===== src/rtl/cim_mul_sequencer.sv =====
// Sequences one signed 4x4 multiply on the in-memory multiplier macro per request,
// then captures the macro sum row and optionally checks it against A*B.
module cim_mul_sequencer #(
    parameter int unsigned PRE_CYC  = 1,
    parameter int unsigned EVAL_CYC = 1,
    parameter bit          CHECK_EN = 1'b1
) (
    input  logic       CLK,
    input  logic       RSTN,
    input  logic       IN_VALID,
    output logic       IN_READY,
    input  logic [3:0] IN_A,
    input  logic [3:0] IN_B,
    output logic       OUT_VALID,
    input  logic       OUT_READY,
    output logic [7:0] OUT_P,
    input  logic [7:0] SUM,
    output logic [1:0] WWL1,
    output logic [1:0] RWL1,
    output logic [7:0] WBL1,
    output logic [7:0] WBL1b,
    output logic       F,
    output logic [1:0] WWL,
    output logic [1:0] RWL,
    output logic [7:0] WBL,
    output logic [7:0] WBLb,
    output logic       RWWL,
    output logic [7:0] RWBL,
    output logic [7:0] RWBLb,
    output logic       MUL,
    output logic       Shift,
    output logic       NShift,
    output logic       MISMATCH,
    output logic [7:0] ERR_CNT
);

    localparam int unsigned MAXC = (PRE_CYC > EVAL_CYC) ? PRE_CYC : EVAL_CYC;
    localparam int unsigned CW   = (MAXC > 1) ? $clog2(MAXC) : 1;
    localparam logic [CW-1:0] PRE_LD  = CW'(PRE_CYC - 1);
    localparam logic [CW-1:0] EVAL_LD = CW'(EVAL_CYC - 1);

    typedef enum logic [2:0] {IDLE, LOAD, PRE1, EV1, PRE2, EV2, CAPT, HOLD} state_t;

    typedef struct packed {
        logic [1:0] wwl1;
        logic [1:0] rwl1;
        logic       f;
        logic [1:0] wwl;
        logic [1:0] rwl;
        logic       rwwl;
        logic       mul;
        logic       shift;
        logic       nshift;
    } ctl_t;

    state_t        state;
    ctl_t          ctl;
    logic [CW-1:0] cnt;
    logic [3:0]    a_r, b_r;
    logic [7:0]    wbl_r, rwbl_r;
    logic [7:0]    exp_p;

    function automatic logic [7:0] sext(input logic [3:0] v);
        return {{4{v[3]}}, v};
    endfunction

    // Control pattern held for the whole of each state; loaded on the entry edge.
    function automatic ctl_t ctl_for(input state_t s);
        ctl_t c;
        c = '0;
        case (s)
            LOAD: begin c.wwl1 = 2'b11; c.wwl = 2'b10; c.rwwl = 1'b1; end
            PRE1, PRE2: begin c.f = 1'b1; c.mul = 1'b1; end
            EV1: begin
                c.wwl1 = 2'b01; c.rwl1 = 2'b10; c.wwl = 2'b01; c.rwl = 2'b10;
                c.mul = 1'b1; c.shift = 1'b1; c.rwwl = 1'b1;
            end
            EV2: begin
                c.wwl1 = 2'b10; c.rwl1 = 2'b01; c.wwl = 2'b10; c.rwl = 2'b01;
                c.mul = 1'b1; c.nshift = 1'b1; c.rwwl = 1'b1;
            end
            default: c = '0;
        endcase
        return c;
    endfunction

    assign exp_p = sext(a_r) * sext(b_r);

    always_ff @(posedge CLK or negedge RSTN) begin
        if (!RSTN) begin
            state     <= IDLE;
            ctl       <= '0;
            cnt       <= '0;
            a_r       <= '0;
            b_r       <= '0;
            wbl_r     <= '0;
            rwbl_r    <= '0;
            IN_READY  <= 1'b0;
            OUT_VALID <= 1'b0;
            OUT_P     <= '0;
            MISMATCH  <= 1'b0;
            ERR_CNT   <= '0;
        end else begin
            MISMATCH <= 1'b0;
            case (state)
                IDLE: begin
                    if (IN_VALID && IN_READY) begin
                        a_r      <= IN_A;
                        b_r      <= IN_B;
                        wbl_r    <= sext(IN_A);
                        rwbl_r   <= sext(IN_B);
                        IN_READY <= 1'b0;
                        state    <= LOAD;
                        ctl      <= ctl_for(LOAD);
                        cnt      <= '0;
                    end else begin
                        IN_READY <= 1'b1;
                    end
                end
                LOAD: begin
                    state <= PRE1;
                    ctl   <= ctl_for(PRE1);
                    cnt   <= PRE_LD;
                end
                PRE1: begin
                    if (cnt == '0) begin
                        state <= EV1;
                        ctl   <= ctl_for(EV1);
                        cnt   <= EVAL_LD;
                    end else begin
                        cnt <= cnt - 1'b1;
                    end
                end
                EV1: begin
                    if (cnt == '0) begin
                        state <= PRE2;
                        ctl   <= ctl_for(PRE2);
                        cnt   <= PRE_LD;
                    end else begin
                        cnt <= cnt - 1'b1;
                    end
                end
                PRE2: begin
                    if (cnt == '0) begin
                        state <= EV2;
                        ctl   <= ctl_for(EV2);
                        cnt   <= EVAL_LD;
                    end else begin
                        cnt <= cnt - 1'b1;
                    end
                end
                EV2: begin
                    if (cnt == '0) begin
                        state <= CAPT;
                        ctl   <= ctl_for(CAPT);
                        cnt   <= '0;
                    end else begin
                        cnt <= cnt - 1'b1;
                    end
                end
                CAPT: begin
                    OUT_P     <= SUM;
                    OUT_VALID <= 1'b1;
                    state     <= HOLD;
                    ctl       <= ctl_for(HOLD);
                    cnt       <= '0;
                    // Mismatch pulse lines up with OUT_VALID rising.
                    if (CHECK_EN && (SUM != exp_p)) begin
                        MISMATCH <= 1'b1;
                        if (ERR_CNT != 8'hFF) ERR_CNT <= ERR_CNT + 8'd1;
                    end
                end
                HOLD: begin
                    if (OUT_READY) begin
                        OUT_VALID <= 1'b0;
                        IN_READY  <= 1'b1;
                        state     <= IDLE;
                        ctl       <= ctl_for(IDLE);
                        cnt       <= '0;
                    end
                end
                default: begin
                    state <= IDLE;
                    ctl   <= '0;
                end
            endcase
        end
    end

    assign WWL1   = ctl.wwl1;
    assign RWL1   = ctl.rwl1;
    assign F      = ctl.f;
    assign WWL    = ctl.wwl;
    assign RWL    = ctl.rwl;
    assign RWWL   = ctl.rwwl;
    assign MUL    = ctl.mul;
    assign Shift  = ctl.shift;
    assign NShift = ctl.nshift;
    assign WBL1   = '0;
    assign WBL1b  = ~WBL1;
    assign WBL    = wbl_r;
    assign WBLb   = ~wbl_r;
    assign RWBL   = rwbl_r;
    assign RWBLb  = ~rwbl_r;

endmodule

===== config.mk =====
export PLATFORM = sky130hd
export DESIGN_NAME = cim_mul_sequencer
export DESIGN_NICKNAME = d
export VERILOG_FILES = /design/src/rtl/cim_mul_sequencer.sv
export SDC_FILE = /design/constraint.sdc
export NUM_CORES = 1
export LEC_CHECK = 0
export ABC_AREA = 1
export CORE_ASPECT_RATIO = 1.25
export CORE_MARGIN = 4
export CORE_UTILIZATION = 32
export DETAILED_ROUTE_END_ITERATION = 7
export PLACE_DENSITY = 0.6
export SYNTH_ARGS = -nofsm -noshare
export SYNTH_HDL_FRONTEND = slang
export SYNTH_SLANG_ARGS = --single-unit

===== constraint.sdc =====
create_clock -name CLK -period 4.4 [get_ports CLK]
set_input_delay 0.44 -clock CLK [delete_from_list [all_inputs] [get_ports CLK]]
set_output_delay 0.44 -clock CLK [all_outputs]
set_load 0.03 [all_outputs]

==> out/metrics.cfg <==
[outcome]
status = completed

[clocking]
cts-htree-levels = 2
clkTransAtPathRegs_ps = 80
cts_made_buffers = 5
tritoncts = yes
root_buffer = clkbuf_8
cts_buffer_depth = 2
cts_setup_buffers = 0
clock_sinks = 37
cts.repair.resized = 0
clock_latency_ps = 290
cts_hold_buf = 0

[min_path]
hp-class = in -> async

[routing]
drc = 0
num_vias = 2222
drtIter0Drc = 88
wl_um = 6040
ant_nets = 0
drtPass1Iterations = 4
wire_per_inst_um = 12.0
vias_per_cell = 4.41

[setup_path]
cp_max_fo = 10
r2r_end = ERR_CNT[2]
r2r_start = WBL[0]
worstPathRequired_ps = 4630
critPathCaptureType = register
worstSetupStartpointType = register
path_class = reg -> reg
reg2regPathDepth = 20
worstPathArrival_ps = 4210
r2r_slack_ps = 410

[yosys]
yosysUniqueCellTypes = 30
synth_ff_type = dfrtp_1
synth_top_area_share_pct = 34.0
synthCells = 342
post-synth-top-area-cell = dfrtp_1
synth_edf_count = 0
avgSynthCellArea_um2 = 7.96
seq_area_frac_synth_pct = 34.0
async_reset_ff_share_pct = 100
synthTopCellsByArea = dfrtp_1, nand2_1, buf_4
syn_area_mm2 = 0.00272
yosys_warnings = 0
ys_seq_elements = 37

[sta]
worst_pin_slew_ps = 917
slew_viol_final = 0
rsz0062_at_grt = no
hold_violations = 0
timing.fmax_mhz = 251
period_share_pct = 90.6
max_slew_margin_pct = 38.6
skew_ps = 6.52
fin_setup_tns_ps = 0
finalSetupViolations = 0
period_minus_slack_ps = 3990

[global_route]
gr-total-overflow = 0
track_usage_pct = 12.7
grt_max_degree = 38
grt_pass1_wl_um = 10500
grt_pass1_vias = 2259
antenna_found_initial = 0

[cells_and_area]
area_delta_synth_final_pct = 30.4
final_nets = 453
mostFrequentLayoutCells = nand2_1, clkdlybuf4s50_1, inv_1
layout_commonest_cell = nand2_1
drive_above_1_share_pct = 6.14
diodes = 0
nFillCells = 836

[die]
fp.dieW_um = 90.5
fp.dieH_um = 111
io_pins = 100
start_util_pct = 32.9
placementRows = 37
coreArea_mm2 = 0.00829
dieArea_mm2 = 0.0101

[placed_design]
hpwl_um = 4760
gp_congestion = 0.801
io_buffers = 83

[flow_run]
max-cap-violations = 0

[stage by stage]
| step | setup WS, ps | cells | utilization, % | hold slack, ps | cell area (um2) |
|---|---|---|---|---|---|
| 2_1_floorplan | 263 | 356 | - | 144 | 2780 |
| 3_3_place_gp | 515 | 496 | 41.4 | 470 | 3430 |
| 3_5_place_dp | 412 | 496 | 41.4 | 472 | 3430 |
| 4_1_cts | 395 | 504 | 42.9 | 275 | 3550 |
| 5_1_grt | 73.5 | 504 | 42.9 | 322 | 3550 |
| 6_report | 413 | 504 | 42.9 | 237 | 3550 |
[worst max-delay path: stages (launching register included)]
cell,delay [ps]
dfrtp_1,430
inv_1,110
nand2_1,80
fa_1,540
inv_1,50
fa_1,520
inv_1,50
fa_1,490
inv_1,40
ha_1,210
fa_1,510
nand2_1,50
nand2_1,60
nand2_1,50
nor2_1,80
nand3_1,90
nor2_2,130
nand3_4,150
nand3_4,140
nand2_1,80
nand2_1,60
[registers in the layout, indices dropped and copies added, names as in the netlist]
register,flops
RWWL,1
IN_READY,1
OUT_P,8
WBL,4
F,1
RWL,1
MISMATCH,1
OUT_VALID,1
WWL1,1
RWBL,4
WWL,2
state,3
MUL,1
ERR_CNT,8
[metal layers]
layer / track usage [%] / routed length (um) / vias to the layer above
li1: - / - / 1131
met1: 15.6 / 2590 / 1015
met2: 21.6 / 3020 / 68
met3: 3.39 / 356 / 8
met4: 3.78 / 81 / 0
met5: 0 / 0 / -
[synth_stat cells (all sizes together) (4+ instances only)]
| cell | number |
|---|---|
| xor2 | 4 |
| fa | 9 |
| a21oi | 6 |
| inv | 57 |
| nand4 | 9 |
| nand3 | 16 |
| o21ai | 22 |
| dfrtp | 37 |
| nand2 | 90 |
| nor2 | 17 |
| xnor2 | 6 |
| ha | 18 |
| buf | 40 |
[cell type report]
class	count	area, um2	area share [%]
multi-input combinational	220	1330	37.5
sequential	37	926	26.1
timing repair buffer	84	833	23.5
inverter	58	218	6.13
tap	97	121	3.42
clock buffer	6	82.6	2.32
clock inverter	2	37.5	1.06
[logic make-up after synthesis]
family | count (synthesis) | share of synthesized area (%)
AOI/OAI and AO/OA | 32 | 6.48
adders and majority gates | 27 | 14.9
and+or+nand+nor | 135 | 22.2
other | 2 | 0.276
DFF | 37 | 34.0
buffers and inverters | 99 | 19.0
xor gates and xnor gates | 10 | 3.22
[how the worst max path moves through the flow]
stage | startpoint | endpoint | slack (ps) | cells past startpoint
floorplan | WBL[0] | ERR_CNT[4] | 260 | 20
global placement | WBL[0] | ERR_CNT[4] | 520 | 20
detailed placement | WBL[0] | ERR_CNT[2] | 410 | 20
CTS | WBL[0] | ERR_CNT[2] | 400 | 20
global route | WBL[0] | ERR_CNT[5] | 70 | 21
finish | WBL[0] | ERR_CNT[2] | 410 | 20
Power is left out: the tool's default activity adds up to more than one toggle a clock period on the data nets, which glitch-free logic cannot reach.
